## src/rtl/keypad_scan_ctrl.sv

```systemverilog
// Keypad matrix scanner: one row driven low at a time, per-key
// scan-count debounce, press/release events through a FWFT FIFO.

module keypad_scan_ctrl #(
    parameter int ROWS           = 4,
    parameter int COLS           = 4,
    parameter int SETTLE_CYCLES  = 64,
    parameter int DEBOUNCE_SCANS = 3,
    parameter int FIFO_DEPTH     = 4,
    localparam int NK = ROWS * COLS,
    localparam int KW = (NK > 1) ? $clog2(NK) : 1
) (
    input  logic            clk,
    input  logic            rst_n,
    output logic [ROWS-1:0] row_n,
    input  logic [COLS-1:0] col_n,
    output logic            evt_valid,
    input  logic            evt_ready,
    output logic [KW-1:0]   evt_key,
    output logic            evt_pressed,
    output logic [NK-1:0]   key_state
);

    localparam int RW  = (ROWS > 1) ? $clog2(ROWS) : 1;
    localparam int CLW = (COLS > 1) ? $clog2(COLS) : 1;
    localparam int SW  = $clog2(SETTLE_CYCLES);
    localparam int CW  = $clog2(DEBOUNCE_SCANS + 1);
    localparam int AW  = $clog2(FIFO_DEPTH);

    typedef enum logic [1:0] {
        S_SETTLE,
        S_SAMPLE,
        S_EMIT
    } state_t;

    state_t          state_q, state_d;
    logic            run_q;
    logic [SW-1:0]   settle_q, settle_d;
    logic [RW-1:0]   r_q, r_d;
    logic [CLW-1:0]  c_q, c_d;
    logic [COLS-1:0] col_meta, col_sync;
    logic [CW-1:0]   cnt_q [NK];
    logic [KW-1:0]   k_idx;
    logic            pending;
    logic            push;
    logic            pop;
    logic            full;
    logic            can_push;

    logic [KW-1:0]         fifo_key [FIFO_DEPTH];
    logic [FIFO_DEPTH-1:0] fifo_prs;
    logic [AW-1:0]         wr_ptr, rd_ptr;
    logic [AW:0]           count;

    assign k_idx    = KW'(int'(r_q) * COLS + int'(c_q));
    assign pending  = (cnt_q[k_idx] == CW'(DEBOUNCE_SCANS));
    assign evt_valid   = (count != '0);
    assign evt_key     = fifo_key[rd_ptr];
    assign evt_pressed = fifo_prs[rd_ptr];
    assign pop      = evt_valid & evt_ready;
    assign full     = (count == (AW+1)'(FIFO_DEPTH));
    // A pop on the same edge frees the slot, so a full FIFO need not stall
    assign can_push = !full || pop;

    always_ff @(posedge clk or negedge rst_n) begin
        if (!rst_n) begin
            col_meta <= '1;
            col_sync <= '1;
        end else begin
            col_meta <= col_n;
            col_sync <= col_meta;
        end
    end

    always_ff @(posedge clk or negedge rst_n) begin
        if (!rst_n) begin
            state_q  <= S_SETTLE;
            run_q    <= 1'b0;
            settle_q <= '0;
            r_q      <= '0;
            c_q      <= '0;
            row_n    <= '1;
        end else begin
            state_q  <= state_d;
            run_q    <= 1'b1;
            settle_q <= settle_d;
            r_q      <= r_d;
            c_q      <= c_d;
            row_n    <= ~(ROWS'(1) << r_d);
        end
    end

    always_comb begin
        state_d  = state_q;
        settle_d = settle_q;
        r_d      = r_q;
        c_d      = c_q;
        push     = 1'b0;
        // First cycle out of reset only starts driving row 0
        if (run_q) begin
            unique case (state_q)
                S_SETTLE: begin
                    if (settle_q == SW'(SETTLE_CYCLES - 1)) begin
                        settle_d = '0;
                        state_d  = S_SAMPLE;
                    end else begin
                        settle_d = settle_q + 1'b1;
                    end
                end
                S_SAMPLE: begin
                    c_d     = '0;
                    state_d = S_EMIT;
                end
                S_EMIT: begin
                    if (!pending || can_push) begin
                        push = pending;
                        if (c_q == CLW'(COLS - 1)) begin
                            c_d     = '0;
                            state_d = S_SETTLE;
                            if (r_q == RW'(ROWS - 1)) begin
                                r_d = '0;
                            end else begin
                                r_d = r_q + 1'b1;
                            end
                        end else begin
                            c_d = c_q + 1'b1;
                        end
                    end
                end
                default: state_d = S_SETTLE;
            endcase
        end
    end

    always_ff @(posedge clk or negedge rst_n) begin
        if (!rst_n) begin
            for (int i = 0; i < NK; i++) begin
                cnt_q[i] <= '0;
            end
        end else begin
            for (int i = 0; i < NK; i++) begin
                if (state_q == S_SAMPLE && int'(r_q) == i / COLS) begin
                    if ((~col_sync[i % COLS]) == key_state[i]) begin
                        cnt_q[i] <= '0;
                    end else if (cnt_q[i] != CW'(DEBOUNCE_SCANS)) begin
                        cnt_q[i] <= cnt_q[i] + 1'b1;
                    end
                end else if (push && int'(k_idx) == i) begin
                    cnt_q[i] <= '0;
                end
            end
        end
    end

    always_ff @(posedge clk or negedge rst_n) begin
        if (!rst_n) begin
            key_state <= '0;
        end else if (push) begin
            key_state[k_idx] <= ~key_state[k_idx];
        end
    end

    always_ff @(posedge clk) begin
        if (push) begin
            fifo_key[wr_ptr] <= k_idx;
            fifo_prs[wr_ptr] <= ~key_state[k_idx];
        end
    end

    always_ff @(posedge clk or negedge rst_n) begin
        if (!rst_n) begin
            wr_ptr <= '0;
            rd_ptr <= '0;
            count  <= '0;
        end else begin
            if (push) begin
                wr_ptr <= wr_ptr + 1'b1;
            end
            if (pop) begin
                rd_ptr <= rd_ptr + 1'b1;
            end
            unique case ({push, pop})
                2'b10:   count <= count + 1'b1;
                2'b01:   count <= count - 1'b1;
                default: count <= count;
            endcase
        end
    end

endmodule
```

## config.mk

```make
export PLATFORM = sky130hd
export DESIGN_NAME = keypad_scan_ctrl
export DESIGN_NICKNAME = d
export VERILOG_FILES = /design/src/rtl/keypad_scan_ctrl.sv
export SDC_FILE = /design/constraint.sdc
export NUM_CORES = 1
export LEC_CHECK = 0
export BUFFER_PORTS_ARGS = -buffer_cell sky130_fd_sc_hd__buf_2
export CAP_MARGIN = 20
export CORE_MARGIN = 2
export CORE_UTILIZATION = 55
export DETAILED_ROUTE_END_ITERATION = 12
export GPL_TIMING_DRIVEN = 0
export PLACE_DENSITY = 0.73
export SETUP_SLACK_MARGIN = 0.5
export SLEW_MARGIN = 20
export SYNTH_ARGS = -nofsm -noshare
export SYNTH_HDL_FRONTEND = slang
export SYNTH_SLANG_ARGS = --single-unit
```

## constraint.sdc

```tcl
create_clock -name clk -period 3.3 [get_ports clk]
set_input_delay 0.825 -clock clk [delete_from_list [all_inputs] [get_ports clk]]
set_output_delay 0.825 -clock clk [all_outputs]
set_load 0.05 [all_outputs]
```

==> out/results.txt, run 1 <==
Largest stage delay, worst path -> 0.52 ns
Crit path cell chain -> inv_2, mux4_2, a222oi_1, buf_4, buf_6, and2_4, inv_4, ha_4, inv_2, fa_2, xor2_1, nor2_1, xor2_1
Initial DRC count -> 215
Setup tns final -> 0 ns
N_diodes -> 0
Avg Inst Size Synth -> 12.57 um^2
Area delta synth->final -> 14.26%
R2R cell count -> 13
Post-CTS Hold Buffers -> 0
Final setup fails -> 0
Hold Path Class -> reg2reg
WS Path Type -> reg2reg
Row Count -> 35
Maximum vdd drop -> 0.5425 mV
Pwr/cell area -> 843.1 nW/um^2
Mapped Area -> 5229 um^2
Worst-path clk slew -> 0.10 ns
Synth area leader -> dfrtp_1
Die Wd -> 101.5 um
Antenna violations before repair -> 0
Die Area -> 10,300 um^2
Core box area -> 9240 um^2
P_leak -> 0.002635 uW
Setup crit end kind -> register
Initial DRT Pass Iterations -> 5
Final Max Tran Viols -> 0
Post-synthesis sequential area ratio -> 50.06%
Worst R2R Start -> c_q[1]
Post-DP HPWL -> 7710 um
Vias post-DR -> 3,601
Initial Util -> 56.59%
Ys async rst share -> 80.00%
Crit path time final -> 2.824 ns
Clk_lat worst skew -> 0.37 ns
DRC viols -> 0
WL/cell -> 18.04 um
Syn Nets -> 454
Proportion of layout cells with a drive suffix above 1 -> 30.04%
MaxCap Viol Count -> 0
H-tree depth -> 3
Cells after Synth -> 416
Setup crit start kind -> register
Post-synth EDFFs -> 20
Crit path max fanout -> 6
Vias in the first global route -> 3,570
Fin crit share -> 85.58%
Synth warnings -> 0
Register-to-register setup slack -> 0.48 ns
FF+latch count, synth -> 100
Worst flop-to-flop path endpoint -> count[2]
Clock Tree Root -> clkbuf_8
Commonest cells post-synth -> dfrtp_1 (68), a32o_1 (32), ha_1 (30), mux2_2 (30), nand2_1 (29)
Routed WL -> 10,910 um
Status -> completed
Overflow after GRT -> 0
Rel. slew slack -> 56.29%
IO Count -> 33
First-pass GRT wire length -> 17,890 um
Slew @ Worst Pin -> 0.6513 ns
CTS tree -> built
Number of nets in the layout -> 509
CTS Sinks -> 100
Max Freq -> 354.1 MHz
Post-route ant nets -> 0
Number of buffers added on ports -> 32
GPL Wtd Cong -> 0.8546
Overall Global Routing Usage -> 22.78%
Placed cell count -> 578
Yosys top cell area share -> 32.54%
WP data required -> 3.56 ns
Worst path arrival time -> 3.08 ns
CP max stage cell -> mux4_2
Synth Flop Type -> dfrtp_1
Height of the chip -> 101.5 um
Worst Hold End -> col_sync[3]
Max clock buf depth -> 2
Largest net degree at the start of global routing -> 46
Final Hold Fails -> 0
Worst hold stages -> 0
Synth area leaders -> dfrtp_1 (33%), edfxtp_1 (11%), ha_1 (7.2%)
RSZ-0062 raised after global routing -> yes
Final cell count without fillers -> 605
Netlist cell types -> 52
Via density -> 5.952
Hold Startpoint -> col_meta[3]
Count leader, synth -> dfrtp_1
CTS buffer count -> 9
Clock skew -> 0.01151 ns
-- timing repair --
action                                  4_1_cts  5_1_grt
buffers inserted                              9        2
endpoints found under the hold margin         0        0
gates resized for setup                      14       10
pin swaps                                     2        3
endpoints found under the setup margin       16       20
cloned                                        0        0
-- layout make-up --
class / instances / area (um^2)
Timing Repair Buffer: 44 / 272.8
Sequential cell: 100 / 2623
Clock buffer: 10 / 127.6
Fill cell: 706 / 3266
Tap cell: 129 / 161.4
Clock inverter: 6 / 93.84
Buffer: 17 / 97.59
Inverter: 11 / 47.55
Multi-Input combinational cell: 288 / 2551
-- per-layer routing --
metal,global-route usage (%),vias to the layer above,routed length [um]
met2,36.84,109,5317
met3,4.417,16,533
met4,7.173,0,170
met1,31.29,1802,4890
li1,-,1674,-
met5,0,-,0
-- stage by stage --
| stage | hold WS (ns) | worst slack, ns | util, % | total power [uW] | instance area, um^2 |
|---|---|---|---|---|---|
| after floorplan | 0.3452 | 0.4242 | - | 3380 | 5246 |
| after global placement | 0.3460 | 0.07878 | 60.26 | 3874 | 5568 |
| after detailed placement | 0.3468 | 0.001151 | 60.58 | 3941 | 5598 |
| after CTS | 0.3609 | 0.5072 | 64.22 | 4973 | 5934 |
| after global routing | 0.3675 | 0.3784 | 64.66 | 5330 | 5974 |
| final | 0.3596 | 0.4758 | 64.66 | 5037 | 5974 |
-- power by group --
part | switching (uW) | internal [uW]
Clock | 442 | 436
Sequential | 240 | 1560
Combinational | 1510 | 850
-- kinds of logic (layout without fill, tap and decap cells) --
kind of cell    Yosys count  after routing  share of synthesized area [%]
mux                      49             49                          12.63
other cells               1              1                        0.07172
xor+xnor                 40             40                          6.700
compound gates           63             63                          10.60
flops                   100            100                          50.06
fa+ha+maj                31             31                          7.562
simple gates            104            104                          10.03
buf+inv                  28             88                          2.345
-- worst max-delay path by stage --
stage | from | endpoint | slack (ns)
after floorplan | evt_ready | count[2] | 0.42
after global placement | c_q[0] | count[2] | 0.08
after detailed placement | c_q[1] | count[2] | 0.001
after CTS | c_q[0] | count[2] | 0.51
after global routing | c_q[1] | count[2] | 0.38
final | c_q[1] | count[2] | 0.48
-- sequential cells by signal (all words and copies together), names as in the netlist --
register / flops
cnt_q: 32
fifo_key: 16
key_state: 16
settle_q: 6
col_meta: 4
col_sync: 4
fifo_prs: 4
row_n: 4
count: 3
c_q: 2
r_q: 2
rd_ptr: 2
state_q: 2
wr_ptr: 2
run_q: 1
-- worst max-delay path, delay by kind of cell, from the launching register on --
kind            cells  cell delay, ns
fa+ha+maj           2            0.33
xor+xnor            2            0.30
simple gates        2            0.22
mux                 1            0.52
compound gates      1            0.36
flops               1            0.49
buf+inv             5            0.48
-- layout by cell type (no fill, tap or decap), types with 9 or more instances in the layout --
master    instances
dfrtp_1          64
buf_2            34
a32o_1           32
mux2_2           30
ha_1             29
nand2_1          28
nor2_1           27
xnor2_1          21
edfxtp_1         20
xor2_1           19
nand4_1          18
buf_4            14
dfstp_2          12
mux4_2           10
o21ai_0          10
clkbuf_8          9
No activity file was read; power rests on OpenSTA's default activity.
==> run 2: changes to the inputs <==
- CORE_MARGIN: 2 -> 1
- CORE_UTILIZATION: 55 -> 25
- PLACE_DENSITY: 0.73 -> not set
- clock period: 3.3 -> 2.76 ns (I/O delays scaled with it)
==> out/results.txt, run 2 (synthesis results as in run 1) <==
Die Area -> 21,500 um^2
Routed WL -> 11,790 um
CP max stage cell -> mux4_2
Crit path top cell by count -> inv_2
Height of the chip -> 146.6 um
GPL Wtd Cong -> 0.8296
Met3 WL -> 551 um
Slew @ Worst Pin -> 0.6829 ns
Commonest cells after routing, fill and taps aside -> dfrtp_1 (64), a32o_1 (31), ha_1 (29)
Initial Util -> 25.68%
Final Max Tran Viols -> 0
Final Hold Fails -> 0
Fillers -> 2,035
Clock skew -> 0.009872 ns
First-pass GRT wire length -> 19,580 um
Clock Tree Root -> clkbuf_16
Largest net degree at the start of global routing -> 48
Via density -> 4.783
Overflow after GRT -> 0
Die Wd -> 146.6 um
CTS tree -> built
DR top layer -> met4
IO Count -> 33
Pwr/cell area -> 1020 nW/um^2
Hold Path Class -> in2async
Post-DP HPWL -> 8557 um
Overall Global Routing Usage -> 11.66%
Reg area -> 2623 um^2
CTS Sinks -> 100
Proportion of layout cells with a drive suffix above 1 -> 34.64%
Clk_lat worst skew -> 0.35 ns
Worst-path clk slew -> 0.07 ns
Dpl cell area -> 5792 um^2
Row Count -> 52
MaxCap Viol Count -> 0
CTS buffer count -> 9
Placed cell count -> 719
Rel. slew slack -> 54.12%
Setup crit start kind -> register
Status -> completed
Final setup fails -> 0
WS Path Type -> reg2reg
Leading cell type in the layout, fill and taps excluded -> dfrtp_1
Max clock buf depth -> 2
Area delta synth->final -> 23.35%
Setup crit end kind -> register
Worst path arrival time -> 2.94 ns
WP data required -> 2.99 ns
Final cell count without fillers -> 755
RSZ-0062 raised after global routing -> yes
Maximum vdd drop -> 0.6403 mV
N_diodes -> 0
H-tree depth -> 3
Post-route ant nets -> 0
Met2 WL -> 5735 um
Largest stage delay, worst path -> 0.51 ns
Top flop regs -> cnt_q: 32 flops, fifo_key: 16 flops, key_state: 16 flops
DRC viols -> 0
Min Hold Slack -> 0.3007 ns
Fin crit share -> 98.28%
Crit path time final -> 2.712 ns
Antenna violations before repair -> 0
Vias post-DR -> 3,611
Crit path cell chain -> inv_2, mux4_2, a222oi_1, buf_4, buf_6, and2_4, inv_2, ha_4, inv_2, fa_2, xor2_1, nor2_1, xor2_1
Max Freq -> 368.7 MHz
Area of the multi-input gates -> 2651 um^2
Initial DRC count -> 231
WL/cell -> 15.62 um
Number of nets in the layout -> 518
Initial DRT Pass Iterations -> 4
Core box area -> 20,360 um^2
Worst Path Buf+Inv -> 5
Vias in the first global route -> 3,780
P_leak -> 0.002779 uW
Number of buffers added on ports -> 32
CP delay by family, top -> multiplexers
Max FFs per register -> 32
Finished Cell Area -> 6450 um^2
Wl on met1 -> 5343 um
Largest Register -> cnt_q
Crit path max fanout -> 6
## run 2: cell types whose count changed in the layout (fill, tap and decap cells not counted), moves of 6 or more
cell,previous run,this run
buf_2,34,28
mux2_4,0,11
clkbuf_8,9,2
mux2_1,6,0
clkbuf_16,0,9
buf_4,14,23
## run 2: metrics by stage
stage / setup slack (ns) / power, uW / utilization, % / TNS, ns
after detailed placement: -0.4080 / 4818 / 28.44 / -5.589
after CTS: 0.03624 / 6416 / 31.06 / 0
final: 0.04761 / 6576 / 31.67 / 0
after floorplan: 0.07702 / 4082 / - / 0
after global routing: -0.05507 / 6960 / 31.67 / -0.05507
after global placement: -0.3525 / 4725 / 28.29 / -4.765
## run 2: final timing paths
| path | start | endpoint | slack, ns | cells after the start |
|---|---|---|---|---|
| max in group asynchronous | rst_n | col_sync[0] | 1.83 | 2 |
| worst min register to register | col_meta[1] | col_sync[1] | 0.36 | 0 |
| worst min-delay path | rst_n | cnt_q[9] | 0.30 | 1 |
| min in group clk | col_meta[1] | col_sync[1] | 0.36 | 0 |
| worst max register to register | c_q[1] | count[2] | 0.05 | 13 |
| worst max-delay path | c_q[1] | count[2] | 0.05 | 13 |
## run 2: final cells by class
class                      instances  area share (%)
multi-input combinational        288           41.11
sequential                       100           40.66
tap                              270           5.238
inverter                          11          0.6984
timing repair buffer              53           5.994
buffer                            17           1.998
clock buffer                      10           3.608
clock inverter                     6          0.6984
## run 2: power by group
part | internal [uW] | switching [uW]
Clock | 630 | 561
Combinational | 1320 | 1930
Sequential | 1870 | 272
## run 2: routing by layer
metal | track usage, % | vias up
li1 | - | 1695
met1 | 14.94 | 1815
met2 | 19.45 | 87
met3 | 2.781 | 14
met4 | 3.333 | 0
met5 | 0 | -
## run 2: repair_timing
item | 4_1_cts | 5_1_grt
hold buffers | 0 | 0
pin swaps | 41 | 6
setup endpoints to repair | 91 | 89
setup buffers | 16 | 4
cloned | 0 | 0
gates resized for setup | 38 | 28
